<file path="src/rtl/ov7670_fifo_frame_reader.sv">
// ---------------------------------------------------------------------------
// ov7670_fifo_frame_reader
//   Snapshot/stream engine for an OV7670 camera behind an AL422B frame FIFO.
//   Resets the FIFO write pointer on a VSYNC rising edge, waits for one full
//   frame (VSYNC fall then the next VSYNC rise), resets the read pointer, then
//   drains the frame byte by byte through a valid/ready stream. Before the
//   pixel bytes, an optional 0xA5,0x5A sync header can be sent. The engine can
//   loop frames in continuous mode and can be aborted.
//
// Ports
//   i_clk          system clock
//   i_reset_p      synchronous active-high reset
//   i_start        capture request, acts on its rising edge while idle
//   i_cont_mode    sampled with i_start: 1 = loop frames until abort
//   i_abort        stop at the next safe point and return to idle
//   i_vsync        camera VSYNC (asynchronous, synchronised here)
//   i_fifo_d       AL422B read data
//   o_fifo_wrst    FIFO write-pointer reset, active low
//   o_fifo_rrst    FIFO read-pointer reset, active low
//   o_fifo_rclk    FIFO read clock
//   o_m_data       stream byte
//   o_m_valid      o_m_data valid
//   i_m_ready      sink accepts when o_m_valid & i_m_ready
//   o_m_last       high with the last pixel byte of a frame
//   o_busy         engine not idle
//   o_frame_done   one-clock pulse after the last byte is accepted
// ---------------------------------------------------------------------------
module ov7670_fifo_frame_reader #(
    parameter int IMG_W     = 160,
    parameter int IMG_H     = 120,
    parameter int BPP       = 2,
    parameter int RCLK_HALF = 2,
    parameter int WRST_CYC  = 4,
    parameter int HEADER_EN = 1
) (
    input  logic       i_clk,
    input  logic       i_reset_p,
    input  logic       i_start,
    input  logic       i_cont_mode,
    input  logic       i_abort,
    input  logic       i_vsync,
    input  logic [7:0] i_fifo_d,
    output logic       o_fifo_wrst,
    output logic       o_fifo_rrst,
    output logic       o_fifo_rclk,
    output logic [7:0] o_m_data,
    output logic       o_m_valid,
    input  logic       i_m_ready,
    output logic       o_m_last,
    output logic       o_busy,
    output logic       o_frame_done
);

    localparam int N_BYTES = IMG_W * IMG_H * BPP;
    localparam int CNT_W   = $clog2(N_BYTES + 1);
    localparam int TMR_MAX = (RCLK_HALF > WRST_CYC) ? RCLK_HALF : WRST_CYC;
    localparam int TMR_W   = (TMR_MAX > 1) ? $clog2(TMR_MAX) : 1;

    localparam logic [TMR_W-1:0] RH_LAST   = TMR_W'(RCLK_HALF - 1);
    localparam logic [TMR_W-1:0] WR_LAST   = TMR_W'(WRST_CYC - 1);
    localparam logic [CNT_W-1:0] BYTE_LAST = CNT_W'(N_BYTES - 1);

    typedef enum logic [3:0] {
        S_IDLE,
        S_ARM,
        S_WRST,
        S_CAPTURE,
        S_RRST,
        S_HDR,
        S_RD_LO,
        S_RD_HI,
        S_PUSH
    } state_t;

    state_t             r_state;
    logic               r_vs_meta;
    logic               r_vs_sync;
    logic               r_vs_prev;
    logic               r_start_prev;
    logic               r_cont;
    logic               r_abort;
    logic               r_seen_fall;
    logic               r_pulse;
    logic               r_hdr_sel;
    logic [TMR_W-1:0]   r_tmr;
    logic [CNT_W-1:0]   r_cnt;

    logic w_vs_rise;
    logic w_vs_fall;
    logic w_start_rise;
    logic w_abort;
    logic w_hs;
    logic w_tmr_rh;

    assign w_vs_rise    = r_vs_sync & ~r_vs_prev;
    assign w_vs_fall    = ~r_vs_sync & r_vs_prev;
    assign w_start_rise = i_start & ~r_start_prev;
    // The live input joins the latched request so the states that honour an
    // abort immediately do not lose a clock.
    assign w_abort      = r_abort | i_abort;
    assign w_hs         = o_m_valid & i_m_ready;
    assign w_tmr_rh     = (r_tmr == RH_LAST);
    assign o_busy       = (r_state != S_IDLE);

    // NOTE: every register here is assigned with <= so all state updates see
    // the values from before the clock edge, independent of statement order.
    always_ff @(posedge i_clk) begin
        if (i_reset_p) begin
            r_state      <= S_IDLE;
            r_vs_meta    <= 1'b0;
            r_vs_sync    <= 1'b0;
            r_vs_prev    <= 1'b0;
            r_start_prev <= 1'b0;
            r_cont       <= 1'b0;
            r_abort      <= 1'b0;
            r_seen_fall  <= 1'b0;
            r_pulse      <= 1'b0;
            r_hdr_sel    <= 1'b0;
            r_tmr        <= '0;
            r_cnt        <= '0;
            o_fifo_wrst  <= 1'b1;
            o_fifo_rrst  <= 1'b1;
            o_fifo_rclk  <= 1'b1;
            o_m_data     <= 8'h00;
            o_m_valid    <= 1'b0;
            o_m_last     <= 1'b0;
            o_frame_done <= 1'b0;
        end else begin
            r_vs_meta    <= i_vsync;
            r_vs_sync    <= r_vs_meta;
            r_vs_prev    <= r_vs_sync;
            r_start_prev <= i_start;
            o_frame_done <= 1'b0;
            if (i_abort && (r_state != S_IDLE)) r_abort <= 1'b1;

            unique case (r_state)
                S_IDLE: begin
                    r_abort <= 1'b0;
                    if (w_start_rise) begin
                        r_cont  <= i_cont_mode;
                        r_state <= S_ARM;
                    end
                end

                S_ARM: begin
                    if (w_abort) begin
                        r_state <= S_IDLE;
                    end else if (w_vs_rise) begin
                        o_fifo_wrst <= 1'b0;
                        r_tmr       <= '0;
                        r_state     <= S_WRST;
                    end
                end

                S_WRST: begin
                    if (w_abort) begin
                        o_fifo_wrst <= 1'b1;
                        r_state     <= S_IDLE;
                    end else if (r_tmr == WR_LAST) begin
                        o_fifo_wrst <= 1'b1;
                        r_seen_fall <= 1'b0;
                        r_state     <= S_CAPTURE;
                    end else begin
                        r_tmr <= r_tmr + 1'b1;
                    end
                end

                // The camera writes between VSYNC fall and the following rise.
                S_CAPTURE: begin
                    if (w_abort) begin
                        r_state <= S_IDLE;
                    end else if (!r_seen_fall) begin
                        if (w_vs_fall) r_seen_fall <= 1'b1;
                    end else if (w_vs_rise) begin
                        o_fifo_rrst <= 1'b0;
                        o_fifo_rclk <= 1'b0;
                        r_tmr       <= '0;
                        r_pulse     <= 1'b0;
                        r_state     <= S_RRST;
                    end
                end

                // AL422B only resets its read pointer on rclk edges, so two
                // complete low/high rclk pulses are issued with rrst held low.
                S_RRST: begin
                    if (w_abort) begin
                        o_fifo_rrst <= 1'b1;
                        o_fifo_rclk <= 1'b1;
                        r_state     <= S_IDLE;
                    end else if (w_tmr_rh) begin
                        r_tmr <= '0;
                        if (!o_fifo_rclk) begin
                            o_fifo_rclk <= 1'b1;
                        end else if (!r_pulse) begin
                            r_pulse     <= 1'b1;
                            o_fifo_rclk <= 1'b0;
                        end else begin
                            o_fifo_rrst <= 1'b1;
                            r_cnt       <= '0;
                            if (HEADER_EN != 0) begin
                                o_m_data  <= 8'hA5;
                                o_m_valid <= 1'b1;
                                r_hdr_sel <= 1'b0;
                                r_state   <= S_HDR;
                            end else begin
                                o_fifo_rclk <= 1'b0;
                                r_state     <= S_RD_LO;
                            end
                        end
                    end else begin
                        r_tmr <= r_tmr + 1'b1;
                    end
                end

                S_HDR: begin
                    if (w_hs) begin
                        if (w_abort) begin
                            o_m_valid <= 1'b0;
                            r_state   <= S_IDLE;
                        end else if (!r_hdr_sel) begin
                            o_m_data  <= 8'h5A;
                            r_hdr_sel <= 1'b1;
                        end else begin
                            o_m_valid   <= 1'b0;
                            o_fifo_rclk <= 1'b0;
                            r_tmr       <= '0;
                            r_state     <= S_RD_LO;
                        end
                    end
                end

                S_RD_LO: begin
                    if (w_tmr_rh) begin
                        o_fifo_rclk <= 1'b1;
                        r_tmr       <= '0;
                        r_state     <= S_RD_HI;
                    end else begin
                        r_tmr <= r_tmr + 1'b1;
                    end
                end

                // Data is captured only after rclk has been high long enough
                // for the FIFO output to settle.
                S_RD_HI: begin
                    if (w_tmr_rh) begin
                        o_m_data  <= i_fifo_d;
                        o_m_valid <= 1'b1;
                        o_m_last  <= (r_cnt == BYTE_LAST);
                        r_state   <= S_PUSH;
                    end else begin
                        r_tmr <= r_tmr + 1'b1;
                    end
                end

                // rclk stays high here, so a stalled sink never advances the FIFO.
                S_PUSH: begin
                    if (w_hs) begin
                        o_m_valid <= 1'b0;
                        o_m_last  <= 1'b0;
                        r_cnt     <= r_cnt + 1'b1;
                        if (w_abort) begin
                            r_state <= S_IDLE;
                        end else if (o_m_last) begin
                            o_frame_done <= 1'b1;
                            r_state      <= r_cont ? S_ARM : S_IDLE;
                        end else begin
                            o_fifo_rclk <= 1'b0;
                            r_tmr       <= '0;
                            r_state     <= S_RD_LO;
                        end
                    end
                end

                default: r_state <= S_IDLE;
            endcase
        end
    end

endmodule

</file>
<file path="config.mk">
export PLATFORM = sky130hd
export DESIGN_NAME = ov7670_fifo_frame_reader
export DESIGN_NICKNAME = d
export VERILOG_FILES = /design/src/rtl/ov7670_fifo_frame_reader.sv
export SDC_FILE = /design/constraint.sdc
export NUM_CORES = 1
export LEC_CHECK = 0
export CAP_MARGIN = 20
export CORE_ASPECT_RATIO = 2
export CORE_UTILIZATION = 50
export CTS_CLUSTER_SIZE = 30
export DETAILED_ROUTE_END_ITERATION = 8
export PLACE_DENSITY = 0.73
export SLEW_MARGIN = 20
export SYNTH_ARGS = -nofsm -noshare
export SYNTH_HDL_FRONTEND = slang
export SYNTH_SLANG_ARGS = --single-unit
</file>
<file path="constraint.sdc">
create_clock -name i_clk -period 2.45 [get_ports i_clk]
set_input_delay 0.49 -clock i_clk [delete_from_list [all_inputs] [get_ports i_clk]]
set_output_delay 0.49 -clock i_clk [all_outputs]
set_load 0.03 [all_outputs]
</file>
# After elaboration in Yosys (flattened, before gate mapping)
# Cells that the tools add are included.
# W data, S select, Z words.
# classes
n_addsub	2
n_eq_ne	42
n_mux	102
bitwise	10
n_reduce_logical	28
# op_table
cell	count
$mux W16	5
$mux W4	18
$mux W8	8
$ne A2 B2 Y1 const B	23
$mux W1	42
$pmux W4 S9	1
$pmux W16 S2	1
$mux W2	15
$ne A3 B3 Y1 const B	8
$pmux W8 S3	1
$reduce_and A7 Y1	3
$reduce_and A9 Y1	2
$add A16 B1 Y16 const B	1
$eq A16 B16 Y1 const B	1
$eq A4 B3 Y1 const B	4
$pmux W2 S8	1
$reduce_and A14 Y1	1
$reduce_and A13 Y1	1
$pmux W1 S2	6
$reduce_and A12 Y1	1
$reduce_bool A2 Y1	6
$eq A4 B2 Y1 const B	2
$reduce_and A4 Y1	2
$reduce_bool A4 Y1	2
21 further kinds	29
# word_totals
register_bits	45
in_bits	15

# Logic depth before layout (Yosys ltp)
# Gate-level depths: netlist of the first run.
# depth
word_depth	6
depth_mapped	9
ltp_nobuf	8

# Worst setup path after synthesis of the first run
# OpenSTA, ideal clock, no wires.
# synth_timing
path_kind	input to register
startpoint	input port i_abort
endpoint	register o_m_data[1]
setup_time_ps	128
arrival_ps	1884
required_ps	2322
path_slack_ps	439
cell_stages	8
n_path_buf	2
path_cell_list	or2_0 clkbuf_1 o21ai_1 o21ai_1 nor3_2 buf_2 mux2i_1 nor2_1
# synth_via
elab_chain_len	3
elab_cells_between_ends	4
cone_classes	eq/ne (2); bitwise (1); reduce/logical (1)
# synth_rtl
element	line_no	text
from (decl)	40	input logic i_abort,
$or A1 B1 Y1 (*)	100	assign w_abort = r_abort | i_abort;
$ne A2 B2 Y1 (no source line)	n/a	
$reduce_and A9 Y1 (no source line) (*)	n/a	
to (signal assigned)	246	o_m_data <= i_fifo_d;
to (decl)	46	output logic [7:0] o_m_data,
# Mark *: on every way between the ends. The rest lies on a longest branch, timed or not.
# A chain may end at the register's enable or synchronous reset.

# Worst setup path in the final report of the first run
# layout_timing
startpoint	register r_state[1]
endpoint	output port o_busy
# layout_via
elab_chain_len	1
# layout_rtl
element	line_no	text
from (decl)	75	state_t r_state;
from (signal assigned)	265	r_state <= r_cont ? S_ARM : S_IDLE;
$reduce_bool A4 Y1	103	assign o_busy = (r_state != S_IDLE);
to (decl)	50	output logic o_busy,
# No other way between the ends.

==> impl_metrics.yaml, run 1 <==
yosys:
  synth_area_um2: 2526
  synth_edf_count: 0
  ys_warn_count: 0
  synth_area_leaders: "dfxtp_1 (36%), nor2_1 (5.9%), a21oi_1 (4.8%), xor2_1 (4.2%), nand2_1 (3.4%)"
  syn-instance-count: 307
  synthDistinctLibCells: 65
  yosysTopAreaCell: "dfxtp_1"
  ys_seq_area_share_pct: 35.66
  ys.flop_type: "dfxtp_1"
  ys_ff_latch: 45
  syn-num-nets: 326
  synth_top_cell_area_share_pct: 35.66
  synthArstFlopShare_pct: 0
  synth.avg_cell_area_um2: 8.229
pwr:
  power_leakage_nw: 1.114
  power.total_mw: 2.256
  peakVddDrop_mv: 0.6442
  powerDensity_nw_per_um2: 737.0
run_status:
  status: "finished, final reports clean"
clock_tree:
  cts_tree: "yes"
  cts_root_buf: "clkbuf_8"
  postCtsSetupBuffers: 0
  htreeDepth: 2
  cts_made_buffers: 5
  hold_buffers: 0
  clock_latency_ps: 310
  clock_path_buffers: 2
  clk_pin_slew_ps: 90
  cts.sinks: 45
sta:
  setup_ws_ps: 207.6
  rsz0062_at_grt: "false"
  whs_ps: 451.7
  finalWorstPathRequiredPeriod_ps: 2242
  fin_worst_skew_ps: 6.371
  finalCritPeriodShare_pct: 91.53
  max_freq_mhz: 445.9
  setup_tns_ps: 0
  finalSetupViolCount: 0
  relSlewSlack_pct: 58.00
  hold_violations: 0
  drv_slew: 0
  tightest_slew_ps: 629.1
global_routing:
  grt_pass1_wl_mm: 11.18
  antenna_found_initial: 0
  grtUsageTotal_pct: 28.00
  first_global_vias: 2448
  overflow: 0
  grt_max_degree: 23
setup_path:
  required_ps: 1960
  endpoint_kind: "output pin"
  arrival_ps: 1750
  start_kind: "flip-flop"
  crit_fanout: 12
  reg2reg_depth: 8
  path_class: "flip-flop to output pin"
cells_and_area:
  fin_area_um2: 3060
  drive_gt1_share_pct: 12.10
  area_growth_pct: 21.15
  final_core_util_pct: 62.91
  diodes: 0
  fin_nets: 365
  fin_cells: 404
floorplan:
  die_w_um: 52.26
  pin_count: 30
  fp.dieH_um: 102.5
  initial_core_util_pct: 51.93
  coreArea_um2: 4865
  die_area_um2: 5358
  rows: 36
place:
  placed_cells: 396
  place_ws_ps: 3.040
  portBuffers: 29
  gp_congestion: 0.9810
  place_area_um2: 2962
  dpl.hpwl_mm: 5.132
detailed_routing:
  wl_mm: 6.805
  vias: 2470
  antenna_left: 0
  drt-vias-per-instance: 6.114
  drt-initial-drc-count: 80
  first_pass_iters: 4
  wl_per_cell_um: 16.84
  drc: 0
job:
  drv_cap: 0
worst_hold_path:
  hold_path_class: "flip-flop to flip-flop"
  hold_depth: 1
## flip-flops by register name (all words and copies together), names as in the netlist, 2 cells and up
| signal | count |
|---|---|
| r_state | 4 |
| r_tmr | 2 |
| o_m_data | 8 |
| r_cnt | 16 |
## power by group
group / internal, mW / switching [mW]
clock: 0.203 / 0.274
sequential: 0.784 / 0.0870
combinational: 0.373 / 0.535
## cell usage in the layout (no fill, tap or decap), types with 5 or more instances in the layout
cell / instances
nor2b_1: 8
dfxtp_1: 45
o211ai_1: 5
nand4_1: 11
buf_4: 21
and3_1: 6
nand3_1: 11
nor2_1: 40
nand2_1: 23
mux2i_1: 7
a211oi_1: 5
clkbuf_8: 5
a21oi_1: 24
o21ai_0: 7
inv_1: 12
nor3_1: 7
clkdlybuf4s50_1: 28
xor2_1: 12
## synth_stat cells (all sizes together), types with 2 or more instances
master and number:
o31ai 4, a31oi 5, nor4 3, o211a 2
a211oi 5, o21a 2, nor2 40, and3 6
nand3 13, dfxtp 45, or3b 2, nand3b 2
or3 3, a41oi 2, nor2b 8, xor2 12
ha 4, mux2i 7, a2111oi 2, o211ai 5
a21oi 25, nor3 8, buf 9, inv 14
a21o 2, nand4 11, nand2 23, o22ai 2
nor4b 2, clkbuf 8, o21ai 10
## repair_timing
action,in CTS,in global routing
resized for setup,0,1
hold endpoints to repair,0,0
endpoints found under the setup margin,0,1
## final cells by class
| type | instances | area [µm²] |
|---|---|---|
| Clock buffer | 5 | 68.82 |
| Inverter | 14 | 52.55 |
| Sequential cell | 45 | 900.9 |
| Multi-Input combinational cell | 231 | 1508 |
| Tap cell | 57 | 71.32 |
| Fill cell | 445 | 1804 |
| Clock inverter | 3 | 21.27 |
| Timing Repair Buffer | 49 | 437.9 |
## final timing paths
path,from,to,slack (ps)
setup / recovery,r_state[1],o_busy,210
hold / removal,r_vs_meta,r_vs_sync,450
setup reg to reg,r_state[1],o_m_data[1],230
hold reg to reg,r_vs_meta,r_vs_sync,450
## kinds of logic after synthesis
family          synth area share (%)
compound gates                 21.94
xor+xnor                       4.507
fa+ha+maj                      1.981
buf+inv                        5.002
flops                          35.66
mux                            2.774
simple gates                   28.13
## routing by layer
metal	wire [µm]	GRT usage (%)	vias to the layer above
met5	0	0	-
met4	421	19.84	0
met3	311	4.572	39
met2	3551	49.61	90
met1	2521	28.64	1148
li1	-	-	1193
## critical path, stage by stage (launching register included)
cell	delay, ps
dfxtp_1	510
buf_4	290
nor4_4	340
inv_1	110
buf_4	180
(Power assumes the default switching activity.)
==> inputs of run 2 (changes only) <==
--- a/config.mk
+++ b/config.mk
@@ -11,7 +11,7 @@
 export CTS_CLUSTER_SIZE = 30
 export DETAILED_ROUTE_END_ITERATION = 8
 export PLACE_DENSITY = 0.73
-export SLEW_MARGIN = 20
+export SLEW_MARGIN = 15
 export SYNTH_ARGS = -nofsm -noshare
 export SYNTH_HDL_FRONTEND = slang
 export SYNTH_SLANG_ARGS = --single-unit
==> results of run 2 <==
The final DEF is identical to that of run 1; final timing and power are the same.
==> inputs of run 3 (changes only) <==
--- a/config.mk
+++ b/config.mk
@@ -11,6 +11,7 @@
 export CTS_CLUSTER_SIZE = 30
 export DETAILED_ROUTE_END_ITERATION = 8
 export PLACE_DENSITY = 0.73
+export SKIP_LAST_GASP = 1
 export SLEW_MARGIN = 15
 export SYNTH_ARGS = -nofsm -noshare
 export SYNTH_HDL_FRONTEND = slang
==> results of run 3 <==
The final DEF is identical to that of run 1; final timing and power are the same.
